$ cat config.mk
export PLATFORM = sky130hd
export DESIGN_NAME = gcm_phase_sequencer
export DESIGN_NICKNAME = d
export VERILOG_FILES = /design/src/rtl/gcm_phase_sequencer.sv
export SDC_FILE = /design/constraint.sdc
export NUM_CORES = 1
export LEC_CHECK = 0
export BUFFER_PORTS_ARGS = -buffer_cell sky130_fd_sc_hd__buf_2
export CAP_MARGIN = 20
export CORE_AREA = 2 2 192 194
export DETAILED_ROUTE_END_ITERATION = 10
export DIE_AREA = 0 0 194 196
export PLACE_DENSITY = 0.85
export SYNTH_ARGS = -nofsm -noshare
export SYNTH_HDL_FRONTEND = slang
export SYNTH_SLANG_ARGS = --single-unit
$ cat constraint.sdc
create_clock -name clk -period 5.2 [get_ports clk]
set_input_delay 1.04 -clock clk [delete_from_list [all_inputs] [get_ports clk]]
set_output_delay 1.04 -clock clk [all_outputs]
set_load 0.02 [all_outputs]
$ cat src/rtl/gcm_phase_sequencer.sv
`default_nettype none
// ============================================================================
// Module   : gcm_phase_sequencer
// Purpose  : Steps one GCM instance through its phases (hash-key derivation,
//            AAD blocks, text blocks, length block), tags every beat issued to
//            the AES pipeline with its phase and running block index, then
//            waits for the pipeline to drain and pulses o_done.
// Revision : 1.0 - initial release
// ----------------------------------------------------------------------------
// Parameters
//   PIPE_LATENCY    cycles from a beat entering the AES pipeline to its result
//   CNT_W           width of the internal block counters (<= 64)
// Ports
//   clk             clock, rising edge
//   rst_n           asynchronous active-low reset
//   i_start         one-cycle request to begin an instance (honoured in IDLE)
//   i_instance_size [0:63] AAD length in bits, [64:127] text length in bits
//   i_blk_valid     upstream AAD/text block available
//   o_blk_ready     sequencer accepts a block this cycle (AAD/TEXT only)
//   o_valid         a beat is issued to the pipeline this cycle
//   o_phase         phase tag (IDLE 0, HKEY 1, AAD 2, TEXT 3, LEN 4,
//                   DRAIN 5, DONE 6)
//   o_counter       running block index; upper half zero
//   o_new_instance  first beat (HKEY) of an instance
//   o_instance_size latched i_instance_size
//   o_busy          instance in progress
//   o_done          one-cycle pulse after the last beat has left the pipeline
//   o_last_bits     valid bits of the final partial block of the phase
// Configuration macro
//   GCM_SEQ_PARTIAL_BLOCK_EN  defined: block counts round up and o_last_bits
//                             reports the trailing bit count on the final beat
//                             of each phase; undefined: block counts round
//                             down, trailing bits ignored, o_last_bits = 0
// ============================================================================
module gcm_phase_sequencer #(
    parameter int PIPE_LATENCY = 12,
    parameter int CNT_W        = 64
) (
    input  logic         clk,
    input  logic         rst_n,
    input  logic         i_start,
    input  logic [0:127] i_instance_size,
    input  logic         i_blk_valid,
    output logic         o_blk_ready,
    output logic         o_valid,
    output logic [0:2]   o_phase,
    output logic [0:127] o_counter,
    output logic         o_new_instance,
    output logic [0:127] o_instance_size,
    output logic         o_busy,
    output logic         o_done,
    output logic [0:6]   o_last_bits
);

    localparam logic [2:0] c_IDLE  = 3'b000;
    localparam logic [2:0] c_HKEY  = 3'b001;
    localparam logic [2:0] c_AAD   = 3'b010;
    localparam logic [2:0] c_TEXT  = 3'b011;
    localparam logic [2:0] c_LEN   = 3'b100;
    localparam logic [2:0] c_DRAIN = 3'b101;
    localparam logic [2:0] c_DONE  = 3'b110;

    // The drain counter only has to hold PIPE_LATENCY-1.
    localparam int                     c_DRAIN_W    = (PIPE_LATENCY > 1) ? $clog2(PIPE_LATENCY) : 1;
    localparam logic [c_DRAIN_W-1:0]   c_DRAIN_LOAD = c_DRAIN_W'((PIPE_LATENCY > 1) ? PIPE_LATENCY - 1 : 0);
    localparam logic [c_DRAIN_W-1:0]   c_DRAIN_ONE  = c_DRAIN_W'(1);
    localparam bit                     c_HAS_DRAIN  = (PIPE_LATENCY > 1);
    localparam logic [CNT_W-1:0]       c_CNT_ONE    = CNT_W'(1);

    logic [2:0]           r_state;
    logic [2:0]           w_state_nxt;
    logic [0:127]         r_size;
    logic [CNT_W-1:0]     r_counter;
    logic [CNT_W-1:0]     r_aad_blks;
    logic [CNT_W-1:0]     r_txt_blks;
    logic [c_DRAIN_W-1:0] r_drain;

    logic [63:0]          w_aad_bits;
    logic [63:0]          w_txt_bits;
    logic [CNT_W-1:0]     w_aad_blks_in;
    logic [CNT_W-1:0]     w_txt_blks_in;
    logic                 w_blk_ready;
    logic                 w_beat;
    logic                 w_aad_last;
    logic                 w_txt_last;

    assign w_aad_bits = i_instance_size[0:63];
    assign w_txt_bits = i_instance_size[64:127];

`ifdef GCM_SEQ_PARTIAL_BLOCK_EN
    // A trailing partial block still costs a full beat.
    assign w_aad_blks_in = CNT_W'(w_aad_bits >> 7) + ((|w_aad_bits[6:0]) ? c_CNT_ONE : '0);
    assign w_txt_blks_in = CNT_W'(w_txt_bits >> 7) + ((|w_txt_bits[6:0]) ? c_CNT_ONE : '0);
`else
    assign w_aad_blks_in = CNT_W'(w_aad_bits >> 7);
    assign w_txt_blks_in = CNT_W'(w_txt_bits >> 7);
`endif

    assign w_blk_ready = (r_state == c_AAD) || (r_state == c_TEXT);
    assign w_beat      = w_blk_ready && i_blk_valid;

    // AAD occupies counter values 0..A-1 and TEXT continues at A..A+T-1, so
    // the final beat of each phase is recognised from the shared counter.
    assign w_aad_last  = (r_counter == r_aad_blks - c_CNT_ONE);
    assign w_txt_last  = (r_counter == r_aad_blks + r_txt_blks - c_CNT_ONE);

    always_comb begin
        w_state_nxt = r_state;
        case (r_state)
            c_IDLE: begin
                if (i_start) begin
                    w_state_nxt = c_HKEY;
                end
            end
            c_HKEY: begin
                if (r_aad_blks != '0) begin
                    w_state_nxt = c_AAD;
                end else if (r_txt_blks != '0) begin
                    w_state_nxt = c_TEXT;
                end else begin
                    w_state_nxt = c_LEN;
                end
            end
            c_AAD: begin
                if (w_beat && w_aad_last) begin
                    w_state_nxt = (r_txt_blks != '0) ? c_TEXT : c_LEN;
                end
            end
            c_TEXT: begin
                if (w_beat && w_txt_last) begin
                    w_state_nxt = c_LEN;
                end
            end
            c_LEN: begin
                w_state_nxt = c_HAS_DRAIN ? c_DRAIN : c_DONE;
            end
            c_DRAIN: begin
                // Leave on the cycle the decrement reaches zero, so DONE lands
                // exactly PIPE_LATENCY cycles after the LEN beat.
                if (r_drain <= c_DRAIN_ONE) begin
                    w_state_nxt = c_DONE;
                end
            end
            c_DONE: begin
                w_state_nxt = c_IDLE;
            end
            default: begin
                w_state_nxt = c_IDLE;
            end
        endcase
    end

    always_ff @(posedge clk or negedge rst_n) begin
        if (!rst_n) begin
            r_state    <= c_IDLE;
            r_size     <= '0;
            r_counter  <= '0;
            r_aad_blks <= '0;
            r_txt_blks <= '0;
            r_drain    <= '0;
        end else begin
            r_state <= w_state_nxt;
            if ((r_state == c_IDLE) && i_start) begin
                r_size     <= i_instance_size;
                r_aad_blks <= w_aad_blks_in;
                r_txt_blks <= w_txt_blks_in;
                r_counter  <= '0;
            end else if (w_beat) begin
                // Wraps silently modulo 2^CNT_W.
                r_counter <= r_counter + c_CNT_ONE;
            end
            if (r_state == c_LEN) begin
                r_drain <= c_DRAIN_LOAD;
            end else if (r_state == c_DRAIN) begin
                r_drain <= r_drain - c_DRAIN_ONE;
            end
        end
    end

    assign o_phase         = r_state;
    assign o_blk_ready     = w_blk_ready;
    assign o_valid         = (r_state == c_HKEY) || (r_state == c_LEN) || w_beat;
    assign o_new_instance  = (r_state == c_HKEY);
    assign o_counter       = {64'd0, 64'(r_counter)};
    assign o_instance_size = r_size;
    assign o_busy          = (r_state != c_IDLE);
    assign o_done          = (r_state == c_DONE);

`ifdef GCM_SEQ_PARTIAL_BLOCK_EN
    always_comb begin
        o_last_bits = '0;
        if (w_beat && (r_state == c_AAD) && w_aad_last) begin
            o_last_bits = r_size[57:63];
        end else if (w_beat && (r_state == c_TEXT) && w_txt_last) begin
            o_last_bits = r_size[121:127];
        end
    end
`else
    assign o_last_bits = '0;
`endif

endmodule
`default_nettype wire

# == After elaboration in Yosys (flattened, before gate mapping) ==
# Index checks and enable logic that the tools add are counted.
# W data, S select, Z words.
# word_totals
input_bits,132
elab_cells,49
output_inout_bits,271
ff_bits,313
# classes
eq_ne,12
n_lt_le_gt_ge,1
n_reduce_logical,14
n_addsub,5
mux,11
# op_table
op,count
$eq A64 B64 Y1,2
$mux W64,2
$reduce_bool A64 Y1,2
$add A64 B1 Y64 const B,1
$sub A58 B1 Y59 const B,1
$add A57 B57 Y58,1
$sub A57 B1 Y58 const B,1
$mux W3,6
$pmux W3 S6,1
$eq A3 B3 Y1 const B,3
$mux W4,2
$eq A3 B2 Y1 const B,2
$le A4 B1 Y1 const B,1
$logic_and A1 B1 Y1,4
$ne A2 B1 Y1 const B,2
$ne A2 B2 Y1 const B,2
$reduce_and A4 Y1,1
$reduce_bool A2 Y1,2
$sub A4 B1 Y4 const B,1
$eq A3 B1 Y1 const B,1
$logic_not A3 Y1,1
$logic_or A1 B1 Y1,3
$reduce_bool A3 Y1,1

# == Logic depth before layout (Yosys ltp) ==
# Gate-level depths: netlist (run 1).
# depth
ltp_word,6
depth_mapped,17
mapped_depth_nobuf,17

# == Least setup slack after synthesis (run 1) ==
# OpenSTA, ideal clock, no wires.
# synth_path
kind,register to register
from,reg o_instance_size[50] (netlist name)
to,"reg r_state[1], in the netlist o_phase[1]"
path_stages_with_launch,17
path_slack_ns,0.815
setup_ns,0.118
synth_period_minus_slack_ns,4.385
required_ns,5.082
path_buffers,1
arrival_ns,4.267
path_cell_list,dfrtp_1 inv_1 ha_1 inv_1 ha_1 clkbuf_1 nand4_1 nor3_1 a221oi_1 o21ai_0 mux2i_1 or4_1 a2111oi_0 nand4_1 nor4_1 o211ai_1 a21o_1
# synth_rtl
item,line_no,source
"end signal, assigned",155,r_state <= c_IDLE;
"end signal, assigned",162,r_state <= w_state_nxt;
"end, declared",70,logic [2:0] r_state;

==> results of run 1 <==
worst max path at each step:
stage	start	depth (start not counted)	slack, ns	to
2_1_floorplan	o_instance_size[50]	16	0.81	o_phase[1]
6_report	o_instance_size[102]	17	0.18	o_phase[1]
3_5_place_dp	o_instance_size[105]	16	0.21	o_phase[1]
3_3_place_gp	o_instance_size[105]	16	0.41	o_phase[1]
4_1_cts	o_instance_size[49]	16	0.18	o_phase[1]
5_1_grt	o_instance_size[18]	19	0.03	o_phase[1]
per-layer routing:
metal  vias up  GRT usage (%)  share of wire [%]
li1       8669              -                  -
met1      9472           55.2                 41
met2      1114           62.6                 44
met3       180           7.70                9.8
met4         2           15.6                4.3
met5         -              0              0.015
where the power goes:
part	switching (mW)	internal (mW)	total, mW
Sequential	0.140	1.63	1.77
Clock	0.720	0.699	1.42
Combinational	1.57	0.829	2.40
Total	2.43	3.16	5.59
final cells by class:
class / instances / area, sq um
repair buffers: 455 / 2610
clock inverters: 13 / 165
well taps: 468 / 586
flip-flops and latches: 199 / 4980
diodes: 1 / 2.50
multi-input cells: 1763 / 11200
fillers: 3355 / 15200
clock buffers: 18 / 439
inverters: 248 / 931
placed cells by master, fill, tap and decap left out, types with 7 or more instances in the layout:
cell / netlist / routed
buf_2: 1 / 330
nand2_1: 281 / 281
inv_1: 248 / 248
o21ai_0: 206 / 205
dfrtp_1: 199 / 199
nor2_1: 168 / 168
a21oi_1: 123 / 123
buf_4: 72 / 123
ha_1: 117 / 117
xnor2_1: 105 / 105
xor2_1: 97 / 97
nand4_1: 72 / 72
conb_1: 1 / 71
nand3_1: 61 / 61
nor3_1: 57 / 56
nor4_1: 48 / 48
and3_1: 27 / 27
or3_1: 22 / 22
and4_1: 18 / 18
a211oi_1: 18 / 18
mux2_2: 18 / 18
o211ai_1: 17 / 17
clkbuf_16: 0 / 17
a21o_1: 16 / 16
a31oi_1: 14 / 14
o21a_1: 13 / 13
mux2i_1: 11 / 11
and2_1: 9 / 9
o2111ai_1: 9 / 9
a2111oi_0: 9 / 9
nand2b_1: 7 / 7
a22oi_1: 7 / 7
o221ai_1: 7 / 7
or4_1: 7 / 7
worst reg2reg max path, delay by kind of cell (launching register included):
family,cells,cell delay [ns]
compound gates,8,2.23
fa+ha+maj,2,0.68
buf+inv,4,0.56
flops,1,0.37
simple gates,3,1.08
state kept, by name, indices dropped and copies added (netlist names):
register         cells
o_instance_size    128
r_drain              4
r_counter           64
o_phase              3
timing repair:
action,in CTS,in global routing
resized for setup,0,3
endpoints found under the hold margin,0,0
hold buffers,0,0
endpoints found under the setup margin,0,3
cell families (layout without fill, tap and decap cells):
| kind of cell | count (synthesis) | after routing | share of synthesized area [%] |
|---|---|---|---|
| simple gates | 823 | 823 | 23.0 |
| compound gates | 520 | 520 | 18.0 |
| buf+inv | 439 | 734 | 11.0 |
| xor+xnor | 202 | 202 | 9.94 |
| flops | 199 | 199 | 28.0 |
| fa+ha+maj | 118 | 118 | 8.34 |
| mux | 29 | 29 | 1.76 |
| other cells | 1 | 72 | 0.0211 |
==> impl_metrics.toml, run 1 <==
[detailed_routing]
antenna_left = 0
drcViolationCount = 0
routed_wl_mm = 78.6
wl_per_cell_microns = 24.8
drt_iter0_drc = 2282
firstDrtPassIters = 7
vias = 19437
viasPerCell = 6.14

[placed_design]
port_buffers = 331
hpwl_mm = 64.8
gp_congestion = 1.05
placed_area_sq_um = 20200
preCtsSetupSlack_ns = 0.207
dp_cells = 3133

[layout]
finish.utilization_pct = 57.8
areaGrowthSynthToFinish_pct = 17.2
final_cells = 3165
design_area_sq_um = 20900
nNetsFinal = 2934
layout-drive-gt1-share_pct = 20.1

[floorplanning]
die_h_microns = 196
die_w_microns = 194
initial_utilization_pct = 49.3
row_count = 70
io_pins = 403
dieArea_sq_um = 38000
core-area_sq_um = 36100

[critical_path]
crit_path_end_kind = "flip-flop"
crit_chain = "inv_1 > ha_1 > inv_1 > ha_1 > a21oi_1 > o21ai_0 > a21oi_1 > o211ai_1 > buf_4 > a221o_1 > or4_1 > a2111oi_0 > nand4_1 > nor4_1 > buf_4 > o211ai_1 > a21o_1"
r2r_slack_ns = 0.18
crit_arrival_ns = 5.38
slowest_stage = "or4_1"
slowest_delay_ns = 0.47
crit_buf_inv = 4
path_class = "flip-flop to flip-flop"
cp_max_fo = 10
cp_top_family = "compound AO/OA/AOI/OAI gates"
reg2regPathDepth = 17
worst_r2r_endpoint = "o_phase[1]"
cp_data_required_time_ns = 5.56
r2r-start = "o_instance_size[102]"
crit_path_start_kind = "flip-flop"

[logic_synthesis]
synth_commonest_cells = "281 x nand2_1, 248 x inv_1, 206 x o21ai_0, 199 x dfrtp_1, 168 x nor2_1"
synth.area.top_cells = "dfrtp_1 28%, ha_1 8.2%, nand2_1 5.9%"
ys_ff_latch = 199
synth_cells = 2331
synth_enable_flop_cells = 0
yosysWarnings = 0
synth_flop_cell = "dfrtp_1"
yosys.area.top_type_share_pct = 28.0
postSynth.asyncResetShare_pct = 100
synth_seq_area_share_pct = 28.0
yosysMostFrequentCell = "nand2_1"
synth.cell_area_sq_um = 17800
avgSynthCellArea_sq_um = 7.64
synth_largest_area_cell = "dfrtp_1"
ys_types = 94

[timing]
slew_headroom_pct = 30.6
rsz0062_at_grt = "false"
whs_ns = 0.507
fmax_mhz = 199
finalCritPeriodShare_pct = 96.6
finalHoldViolations = 0
drv_slew = 0
setup_viol = 0
tightest_slew_ns = 1.03
period_needed_ns = 5.02
clock_skew_ns = 0.0193
layout_setup_ws_ns = 0.179
setup-tns-final_ns = 0

[clock_tree]
clkTransAtPathRegs_ns = 0.08
cts_tree = "done"
cts_max_level = 4
cts-root-buf = "clkbuf_16"
clock_latency_ns = 0.48
cts_setup_buffers = 0
numCtsBuffers = 17
clockBufferDepth = 2
clock_sinks = 199

[outcome]
status = "finished clean"

[global_route]
grt_pass1_vias = 18135
grt_pass1_wl_mm = 115
gr-usage-all-layers_pct = 40.2
grt_max_degree = 140
grt_overflow = 0
antenna_found_initial = 2

[power]
powerDensity_nw_per_um2 = 268
p_total_mw = 5.59
p_leak_nw = 9.76
peakVddDrop_mv = 0.260

[min_path]
min_to = "r_drain[3]"
hold_depth = 1
hp-class = "flip-flop to flip-flop"
min_from = "r_drain[3]"

[run]
cap_viol_max_count = 0
Power figures use the tool's default switching activity.
==> inputs of run 2 (changes only) <==
Settings changed: PLACE_DENSITY 0.85 to default, PLACE_DENSITY_LB_ADDON from default to 0.12.
==> impl_metrics.toml, run 2 (same netlist as run 1, synthesis figures left out) <==
[detailed_routing]
wl_per_cell_microns = 24.0
drt_iter0_drc = 2098
viasPerCell = 6.05
firstDrtPassIters = 6
routed_wl_mm = 75.3
antenna_left = 0
vias = 19017
drcViolationCount = 0

[timing]
drv_slew = 0
finalCritPeriodShare_pct = 96.1
tightest_slew_ns = 1.08
layout_setup_ws_ns = 0.202
slew_headroom_pct = 27.2
fmax_mhz = 200
whs_ns = 0.476
setup-tns-final_ns = 0
rsz0062_at_grt = "false"
setup_viol = 0
period_needed_ns = 5.00
finalHoldViolations = 0
clock_skew_ns = 0.0172

[clock_tree]
cts_setup_buffers = 0
numCtsBuffers = 17
postCtsHoldBufs = 0
clock_sinks = 199
cts_tree = "done"
cts_max_level = 4
clkTransAtPathRegs_ns = 0.09
cts-root-buf = "clkbuf_16"
clockBufferDepth = 2
clock_latency_ns = 0.48

[global_route]
grt_overflow = 0
gr-usage-all-layers_pct = 38.7
grt_pass1_vias = 18032
antenna_found_initial = 0
grt_pass1_wl_mm = 112
grt_max_degree = 205

[layout]
n_antenna_cell = 0
final_common_cell = "buf_2"
largest_reg_flops = 128
final_cells = 3141
design_area_sq_um = 20700
finish.utilization_pct = 57.5
nNetsFinal = 2910
fillerInstances = 3459
areaGrowthSynthToFinish_pct = 16.5
layout-drive-gt1-share_pct = 19.4
layout_common_cells = "330 x buf_2, 281 x nand2_1, 248 x inv_1, 206 x o21ai_0, 199 x dfrtp_1"

[placed_design]
gp_congestion = 1.05
port_buffers = 331
placed_area_sq_um = 20100
hpwl_mm = 62.0
preCtsSetupSlack_ns = 0.206
dp_cells = 3109

[power]
p_total_mw = 5.61
powerDensity_nw_per_um2 = 270
peakVddDrop_mv = 0.253
p_leak_nw = 9.68

[critical_path]
slowest_stage = "a2111oi_0"
cp_max_fo = 9
r2r_slack_ns = 0.20
path_class = "flip-flop to flip-flop"
crit_path_start_kind = "flip-flop"
reg2regPathDepth = 17
crit_path_end_kind = "flip-flop"
cp_data_required_time_ns = 5.57
r2r-start = "o_instance_size[15]"
crit_chain = "inv_1 > ha_1 > inv_1 > ha_1 > a21oi_1 > o21ai_0 > nor2_1 > a2111oi_0 > buf_4 > o2111ai_1 > nor4_1 > and4_1 > nand4_1 > nor4_1 > buf_4 > o211ai_1 > a21o_1"
worst_r2r_endpoint = "o_phase[1]"
crit_arrival_ns = 5.37
slowest_delay_ns = 0.74

[floorplanning]
initial_utilization_pct = 49.3
die_w_microns = 194
row_count = 70
dieArea_sq_um = 38000
io_pins = 403
core-area_sq_um = 36100
die_h_microns = 196

[min_path]
min_to = "r_drain[3]"
hp-class = "flip-flop to flip-flop"
min_from = "r_drain[3]"
hold_depth = 1

[run]
cap_viol_max_count = 0

[outcome]
status = "finished clean"
[run 2: timing repair]
action,CTS,global route
gates resized for setup,0,3
setup endpoints to repair,0,3
hold endpoints to repair,0,0
[run 2: layout make-up]
class                      count  area, sq um  share of cell area [%]
clock buffer                  17          425                    2.05
clock inverter                15          228                    1.10
inverter                     248          931                    4.49
multi-input combinational   1763        11200                    53.8
sequential                   199         4980                    24.0
tap                          468          586                    2.82
timing repair buffer         431         2440                    11.8
[run 2: power breakdown]
| part | leakage (nW) | internal (mW) | switching, mW |
|---|---|---|---|
| Combinational | 6.97 | 0.805 | 1.52 |
| Clock | 0.314 | 0.721 | 0.791 |
| Sequential | 2.40 | 1.63 | 0.135 |
| Total | 9.68 | 3.16 | 2.45 |
[run 2: worst max-delay path by stage]
stage                              startpoint         end  cells past startpoint  slack [ns]
after floorplan           o_instance_size[50]  o_phase[1]                     16        0.81
after global placement    o_instance_size[24]  o_phase[1]                     17        0.01
after detailed placement  o_instance_size[20]  o_phase[1]                     17        0.21
after CTS                 o_instance_size[20]  o_phase[1]                     17        0.17
after global routing      o_instance_size[34]  o_phase[1]                     18       0.003
final                     o_instance_size[15]  o_phase[1]                     17        0.20
[run 2: metal layers]
layer  vias up  track usage (%)  part of all wire [%]
met3       155             6.38                   9.2
met1      9146             53.5                    42
li1       8624                -                     -
met2      1092             60.4                    45
met5         -                0                     0
met4         0             15.7                   4.2
[run 2: worst max-delay path, delay by kind of cell (launching register included)]
kind | cells | cell delay, ns
AO/OA/AOI/OAI | 6 | 1.73
AND/OR/NAND/NOR | 5 | 1.24
flip-flops | 1 | 0.48
adder cells (fa/ha/maj) | 2 | 0.80
buffers and inverters | 4 | 0.62
==> inputs of run 3 (changes only) <==
Settings changed: REMOVE_ABC_BUFFERS from default to 1.
==> impl_metrics.toml, run 3 (same netlist as run 1, synthesis figures left out) <==
[clock_tree]
clock_sinks = 199
cts-root-buf = "clkbuf_16"
postCtsHoldBufs = 0
cts_max_level = 4
numCtsBuffers = 17
clock_latency_ns = 0.48
cts_tree = "done"
clkTransAtPathRegs_ns = 0.08
clockBufferDepth = 2

[detailed_routing]
antenna_left = 0
viasPerCell = 6.01
wl_met1_mm = 30.4
wl_met3_mm = 6.58
drcViolationCount = 0
wl_met2_mm = 33.2
vias = 18791
top_layer = "met5"
wl_per_cell_microns = 23.4
firstDrtPassIters = 5
routed_wl_mm = 73.2
drt_iter0_drc = 1894

[global_route]
grt_max_degree = 168
grt_pass1_wl_mm = 109
grt_pass1_vias = 17804
grt_overflow = 0
antenna_found_initial = 1
gr-usage-all-layers_pct = 37.6

[timing]
period_needed_ns = 5.01
finalHoldViolations = 0
fmax_mhz = 200
clock_skew_ns = 0.0166
tightest_slew_ns = 1.01
slew_headroom_pct = 31.8
setup_viol = 0
finalCritPeriodShare_pct = 96.3
rsz0062_at_grt = "false"
drv_slew = 0
layout_setup_ws_ns = 0.193

[power]
p_leak_nw = 9.61
power_frac_comb_pct = 41.9
peakVddDrop_mv = 0.252
powerDensity_nw_per_um2 = 267
internal-power_mw = 3.12
pwr-share-clk_pct = 26.0
p_seq_share_pct = 32.0
switchingPower_mw = 2.39
switching_share_pct = 43.3

[min_path]
min_to = "r_drain[3]"
min_from = "r_drain[3]"
hold_depth = 1
hp-class = "flip-flop to flip-flop"

[critical_path]
cp_data_required_time_ns = 5.56
crit_path_end_kind = "flip-flop"
worst_r2r_endpoint = "o_phase[1]"
reg2regPathDepth = 17
cp_max_fo = 6
crit_path_start_kind = "flip-flop"
crit_arrival_ns = 5.37
path_class = "flip-flop to flip-flop"
r2r-start = "o_instance_size[45]"
r2r_slack_ns = 0.19

[floorplanning]
io_pins = 403
die_h_microns = 196
die_w_microns = 194
initial_utilization_pct = 49.3
core-area_sq_um = 36100
dieArea_sq_um = 38000
row_count = 70

[layout]
design_area_sq_um = 20700
largest_reg_flops = 128
nNetsFinal = 2898
layout_common_cells = "330 x buf_2, 281 x nand2_1, 248 x inv_1, 203 x o21ai_0, 199 x dfrtp_1"
areaGrowthSynthToFinish_pct = 16.1
final_common_cell = "buf_2"
layout-drive-gt1-share_pct = 19.2
n_antenna_cell = 0

[placed_design]
gp_congestion = 1.09
port_buffers = 331
placed_area_sq_um = 20000
hpwl_mm = 59.7
preCtsSetupSlack_ns = -0.378

[run]
cap_viol_max_count = 0

[outcome]
status = "finished clean"
==> run 3: what timing repair did <==
action | 4_1_cts | 5_1_grt
pin swaps | 0 | 2
buffers inserted | 0 | 3
resized for setup | 3 | 8
setup endpoints to repair | 3 | 3
endpoints found under the hold margin | 0 | 0
==> run 3: how the worst max path moves through the flow <==
stage / cells after the start / endpoint / from
after CTS: 16 / o_phase[1] / o_instance_size[34]
after detailed placement: 16 / o_phase[1] / o_instance_size[41]
final: 17 / o_phase[1] / o_instance_size[45]
after floorplan: 3 / o_instance_size[121] / i_start
after global placement: 16 / o_phase[1] / o_instance_size[41]
after global routing: 17 / o_phase[1] / o_instance_size[43]
==> run 3: final cells by class <==
type                    instances  area (sq um)
clock buffers                  17           425
clock inverters                15           201
fillers                      3499         15400
inverters                     248           931
multi-input cells            1763         11200
flip-flops and latches        199          4980
well taps                     468           586
repair buffers                419          2360
==> run 3: metal layers <==
layer,vias to the layer above,GRT usage [%]
li1,8599,-
met3,151,7.67
met2,991,59.5
met4,2,15.4
met1,9048,50.4
met5,-,0
==> run 3: power by group through the flow <==
stage / registers (mW) / clock network, mW / logic, mW
6_report: 1.77 / 1.44 / 2.31
4_1_cts: 1.76 / 1.45 / 2.23
5_1_grt: 1.78 / 1.51 / 2.47
3_3_place_gp: 1.79 / 0 / 2.22
2_1_floorplan: 1.88 / 0 / 1.24
3_5_place_dp: 1.79 / 0 / 2.21
==> run 3: through the flow <==
stage | util [%] | power (mW) | hold slack (ns) | instances | setup TNS (ns)
detailed placement | 55.4 | 4.01 | 0.472 | 3094 | -0.977
global placement | 55.4 | 4.01 | 0.463 | 3094 | -0.312
floorplan | - | 3.13 | 0.442 | 2210 | -2070.19
CTS | 57.2 | 5.44 | 0.483 | 3126 | 0
finish | 57.3 | 5.51 | 0.484 | 3129 | 0
global route | 57.3 | 5.76 | 0.512 | 3129 | 0
==> run 3: worst max-delay path, stage by stage (launching register included) <==
cell and delay, ns:
dfrtp_1 0.43, inv_1 0.12, ha_1 0.29, inv_1 0.04, ha_1 0.37, a21oi_1 0.15
o21ai_0 0.74, a21oi_1 0.11, o211ai_1 0.61, and3_1 0.30, o22ai_1 0.08, a2111oi_0 0.39
buf_4 0.19, nand4_1 0.18, nor4_4 0.42, buf_4 0.19, o211ai_1 0.09, a21o_1 0.19
